File: config.mk
export PLATFORM = sky130hd
export DESIGN_NAME = ascon_perm_sequencer
export DESIGN_NICKNAME = d
export VERILOG_FILES = /design/src/rtl/ascon_perm_sequencer.sv
export SDC_FILE = /design/constraint.sdc
export NUM_CORES = 2
export LEC_CHECK = 0
export CORE_AREA = 2 2 646 648
export CTS_BUF_LIST = sky130_fd_sc_hd__clkbuf_4
export DETAILED_ROUTE_END_ITERATION = 8
export DIE_AREA = 0 0 648 650
export PLACE_DENSITY = 0.3
export SETUP_SLACK_MARGIN = 0.15
export SLEW_MARGIN = 5
export SYNTH_ARGS = -nofsm -noshare
export SYNTH_HDL_FRONTEND = slang
export SYNTH_SLANG_ARGS = --single-unit
export TNS_END_PERCENT = 100
File: constraint.sdc
create_clock -name clk -period 26.3 [get_ports clk]
set_input_delay 5.26 -clock clk [delete_from_list [all_inputs] [get_ports clk]]
set_output_delay 5.26 -clock clk [all_outputs]
set_load 0.1 [all_outputs]
File: src/rtl/ascon_perm_sequencer.sv
// ASCON-128 permutation initiator: builds the init/final input state, starts the
// core, applies the key XOR to its result and returns it on a valid/ready handshake.
module ascon_perm_sequencer #(
   parameter logic [63:0] IV       = 64'h80400c0600000000,
   parameter int unsigned ROUNDS_A = 12,
   parameter int unsigned TIMEOUT  = 64
) (
   input  logic         clk,
   input  logic         rst,
   input  logic         in_valid,
   output logic         in_ready,
   input  logic         mode,
   input  logic [127:0] key,
   input  logic [127:0] nonce,
   input  logic [319:0] state_in,
   output logic [319:0] perm_S,
   output logic [4:0]   perm_round,
   output logic         perm_start,
   input  logic [319:0] perm_S_out,
   input  logic         perm_done,
   output logic         out_valid,
   input  logic         out_ready,
   output logic [319:0] out_state,
   output logic [127:0] out_tag,
   output logic         err
);

   localparam int unsigned CNT_W = $clog2(TIMEOUT + 1);

   localparam logic [1:0] S_IDLE  = 2'd0;
   localparam logic [1:0] S_START = 2'd1;
   localparam logic [1:0] S_WAIT  = 2'd2;
   localparam logic [1:0] S_OUT   = 2'd3;

   logic [1:0]       state_q, state_d;
   logic [CNT_W-1:0] cnt_q;
   logic [127:0]     key_q;
   logic             accept, done_hit, timeout_hit;

   // State register
   always_ff @(posedge clk or posedge rst) begin
      if (rst) state_q <= S_IDLE;
      else     state_q <= state_d;
   end

   // Next-state and control decode; a done in the timeout cycle takes priority
   always_comb begin
      state_d     = state_q;
      accept      = 1'b0;
      done_hit    = 1'b0;
      timeout_hit = 1'b0;
      case (state_q)
         S_IDLE: begin
            if (in_valid && in_ready) begin
               accept  = 1'b1;
               state_d = S_START;
            end
         end
         S_START: state_d = S_WAIT;
         S_WAIT: begin
            if (perm_done) begin
               done_hit = 1'b1;
               state_d  = S_OUT;
            end else if (cnt_q == CNT_W'(TIMEOUT)) begin
               timeout_hit = 1'b1;
               state_d     = S_IDLE;
            end
         end
         S_OUT: begin
            if (out_ready) state_d = S_IDLE;
         end
         default: state_d = S_IDLE;
      endcase
   end

   // Handshake and pulse outputs follow the next state
   always_ff @(posedge clk or posedge rst) begin
      if (rst) begin
         in_ready   <= 1'b0;
         perm_start <= 1'b0;
         out_valid  <= 1'b0;
         err        <= 1'b0;
      end else begin
         in_ready   <= (state_d == S_IDLE);
         perm_start <= accept;
         out_valid  <= (state_d == S_OUT);
         err        <= timeout_hit;
      end
   end

   // Counter holds cycles elapsed since perm_start
   always_ff @(posedge clk or posedge rst) begin
      if (rst) begin
         cnt_q <= '0;
      end else if (accept) begin
         cnt_q <= '0;
      end else if (state_q == S_START || state_q == S_WAIT) begin
         cnt_q <= cnt_q + CNT_W'(1);
      end
   end

   // Request datapath: core input is held from START through WAIT
   always_ff @(posedge clk or posedge rst) begin
      if (rst) begin
         key_q      <= '0;
         perm_S     <= '0;
         perm_round <= '0;
      end else if (accept) begin
         key_q      <= key;
         perm_round <= 5'(ROUNDS_A);
         if (mode) perm_S <= state_in ^ {64'b0, key, 128'b0};
         else      perm_S <= {IV, key, nonce};
      end
   end

   always_ff @(posedge clk or posedge rst) begin
      if (rst)           out_state <= '0;
      else if (done_hit) out_state <= perm_S_out ^ {192'b0, key_q};
   end

   assign out_tag = out_state[127:0];

endmodule

==> results.json <==
{
  "drt-initial-drc-count": 1378,
  "routed_wl_mm": 282,
  "port_buffers": 1675,
  "slew_viol_final": 0,
  "grt_pass1_wl_mm": 353,
  "die_y_um": 650,
  "post_drt_wl_per_cell_um": 26.5,
  "finalHoldViolCount": 0,
  "wl_met3_mm": 23.0,
  "crit_top_cell": "buf_4",
  "cts_setup_buffers": 0,
  "post-place-ws_ns": 16.12,
  "tightestPinTransition_ns": 1.25,
  "syn_area_per_cell_um2": 10.5,
  "syn_to_final_growth_pct": 74.8,
  "whs_ns": 0.472,
  "fmax_mhz": 113,
  "track_usage": 0.129,
  "avgViaCountPerCell": 2.92,
  "initial_core_util": 0.0813,
  "insertion_delay_ns": 1.37,
  "setup.worst_path.class": "input pin to flop",
  "ys_ff_latch": 782,
  "dr.pass1.iters": 5,
  "setup_tns_ns": 0,
  "grt_pass1_vias": 31900,
  "ctsHoldBuffers": 0,
  "antenna_found_initial": 219,
  "synth_cell_types": 35,
  "die-area_um2": 421000,
  "met1_length_mm": 95.9,
  "utilization": 0.142,
  "worst_ep_required_time_ns": 27.37,
  "cts_buffer_depth": 4,
  "end_kind": "flop",
  "cts_tree": "done",
  "min_path_type": "flop to flop",
  "grt_remaining_overflow": 0,
  "cts_inserted_buffers": 278,
  "finalSetupViolations": 0,
  "grt_max_degree": 155,
  "finalCritPeriodShare": 0.338,
  "worstSetupStartpointType": "input pin",
  "yosys_warnings": 0,
  "outcome": "complete, no violations",
  "row_count": 237,
  "cts_resized": 0,
  "synthCells": 3198,
  "topRoutingLayerUsed": "met5",
  "num-fill-cells": 47000,
  "ant_nets": 0,
  "max_slew_margin": 0.163,
  "wl_met2_mm": 151,
  "cts.sinks": 782,
  "layout_commonest_cell": "clkdlybuf4s50_1",
  "clk_pin_slew_ns": 0.05,
  "layout_common_cells": "1,567 x clkdlybuf4s50_1, 1,017 x nand2_1, 782 x dfrtp_1, 394 x clkbuf_4, 330 x o21ai_0",
  "critPathMaxFanout": 97,
  "drc": 0,
  "nets": 5778,
  "slowest_stage": "buf_4",
  "chipWidth_um": 648,
  "worstPathArrival_ns": 9.96,
  "period_minus_slack_ns": 8.88,
  "layout-drive-gt1-share": 0.114,
  "synth_seq_area_share": 0.580,
  "fin_worst_skew_ns": 0.143,
  "syn_area_um2": 33700,
  "cp_slowest_stage_delay_ns": 0.83,
  "post-dp-hpwl_mm": 240,
  "maxCapViolCount": 0,
  "clockRootBuffer": "clkbuf_4",
  "fp.coreArea_um2": 415000,
  "place.gp.congestion": 0.840,
  "synth_area_leaders": "dfrtp_1 58%, nand2_1 11%, mux2_1 6.1%",
  "path_cells": "clkdlybuf4s50_1 -> nand3_4 -> buf_4 -> buf_4 -> buf_4 -> buf_4 -> buf_4 -> o21ai_0",
  "pin_count": 1679,
  "layout_setup_ws_ns": 17.42,
  "synth_largest_area_cell": "dfrtp_1",
  "rsz0062_at_grt": "no",
  "htree_levels": 5,
  "vias": 31000,
  "yosys.area.top_type_share": 0.580
}
## routing by layer
| layer | track usage | vias to the layer above |
|---|---|---|
| li1 | - | 13900 |
| met1 | 0.127 | 14900 |
| met2 | 0.246 | 1471 |
| met3 | 0.0461 | 654 |
| met4 | 0.0465 | 92 |
| met5 | 0 | - |
## Yosys cell counts, drive strengths merged
cell type / count
a21bo: 1
a21o: 1
a21oi: 3
a31oi: 6
a41oi: 1
and2: 2
buf: 268
clkbuf: 48
conb: 1
dfrtp: 782
ha: 6
inv: 12
mux2: 192
mux2i: 129
nand2: 1018
nand2b: 2
nand3: 59
nand4: 2
nor2: 13
nor4: 1
o21ai: 386
o221ai: 1
o41ai: 1
or3: 3
xnor2: 129
xor2: 131
## sequential cells by signal (all words and copies together) (netlist names)
| signal | flops |
|---|---|
| cnt_q | 7 |
| err | 1 |
| in_ready | 1 |
| key_q | 128 |
| out_state | 320 |
| out_valid | 1 |
| perm_S | 320 |
| perm_round | 1 |
| perm_start | 1 |
| state_q | 2 |
## final cells by class
class,instances,area [µm²],area share
antenna,69,173,0.00293
inverter,12,61.3,0.00104
multi-input combinational,2090,12100,0.206
sequential,782,19600,0.332
tap,5497,6880,0.117
timing repair buffer,1706,16800,0.285
clock inverter,72,418,0.00709
clock buffer,394,2960,0.0501
## metrics by stage
| stage | area [µm²] | cells |
|---|---|---|
| detailed placement | 55400 | 10100 |
| global route | 58900 | 10600 |
| floorplan | 33700 | 3200 |
| global placement | 55400 | 10100 |
| finish | 59000 | 10600 |
| CTS | 58800 | 10600 |
## cell families after synthesis
family                   count (synthesis)  share of synthesized area
AND/OR/NAND/NOR                       1100                      0.126
flip-flops                             782                      0.580
AO/OA/AOI/OAI                          400                     0.0607
buffers and inverters                  328                     0.0613
multiplexers                           321                      0.102
XOR/XNOR                               260                     0.0675
adder cells (fa/ha/maj)                  6                    0.00223
other                                    1                   0.000111
## worst max-delay path, delay by kind of cell
kind | cells | cell delay [ns]
AOI/OAI and AO/OA | 1 | 0.23
buffers and inverters | 6 | 3.59
and+or+nand+nor | 1 | 0.61
## worst paths after layout
check                             from        endpoint  slack [ns]  cells past startpoint
setup / recovery              in_valid      perm_S[36]       17.42                      8
hold / removal             perm_S[313]     perm_S[313]        0.47                      2
setup reg to reg            state_q[0]      perm_S[36]       21.19                      9
hold reg to reg            perm_S[313]     perm_S[313]        0.47                      2
max in group asynchronous          rst       perm_S[6]       17.61                      7
min in group asynchronous          rst  out_state[157]        4.44                      2
Power is left out: the tool's default activity adds up to more than one toggle a clock period on the data nets, which glitch-free logic cannot reach.
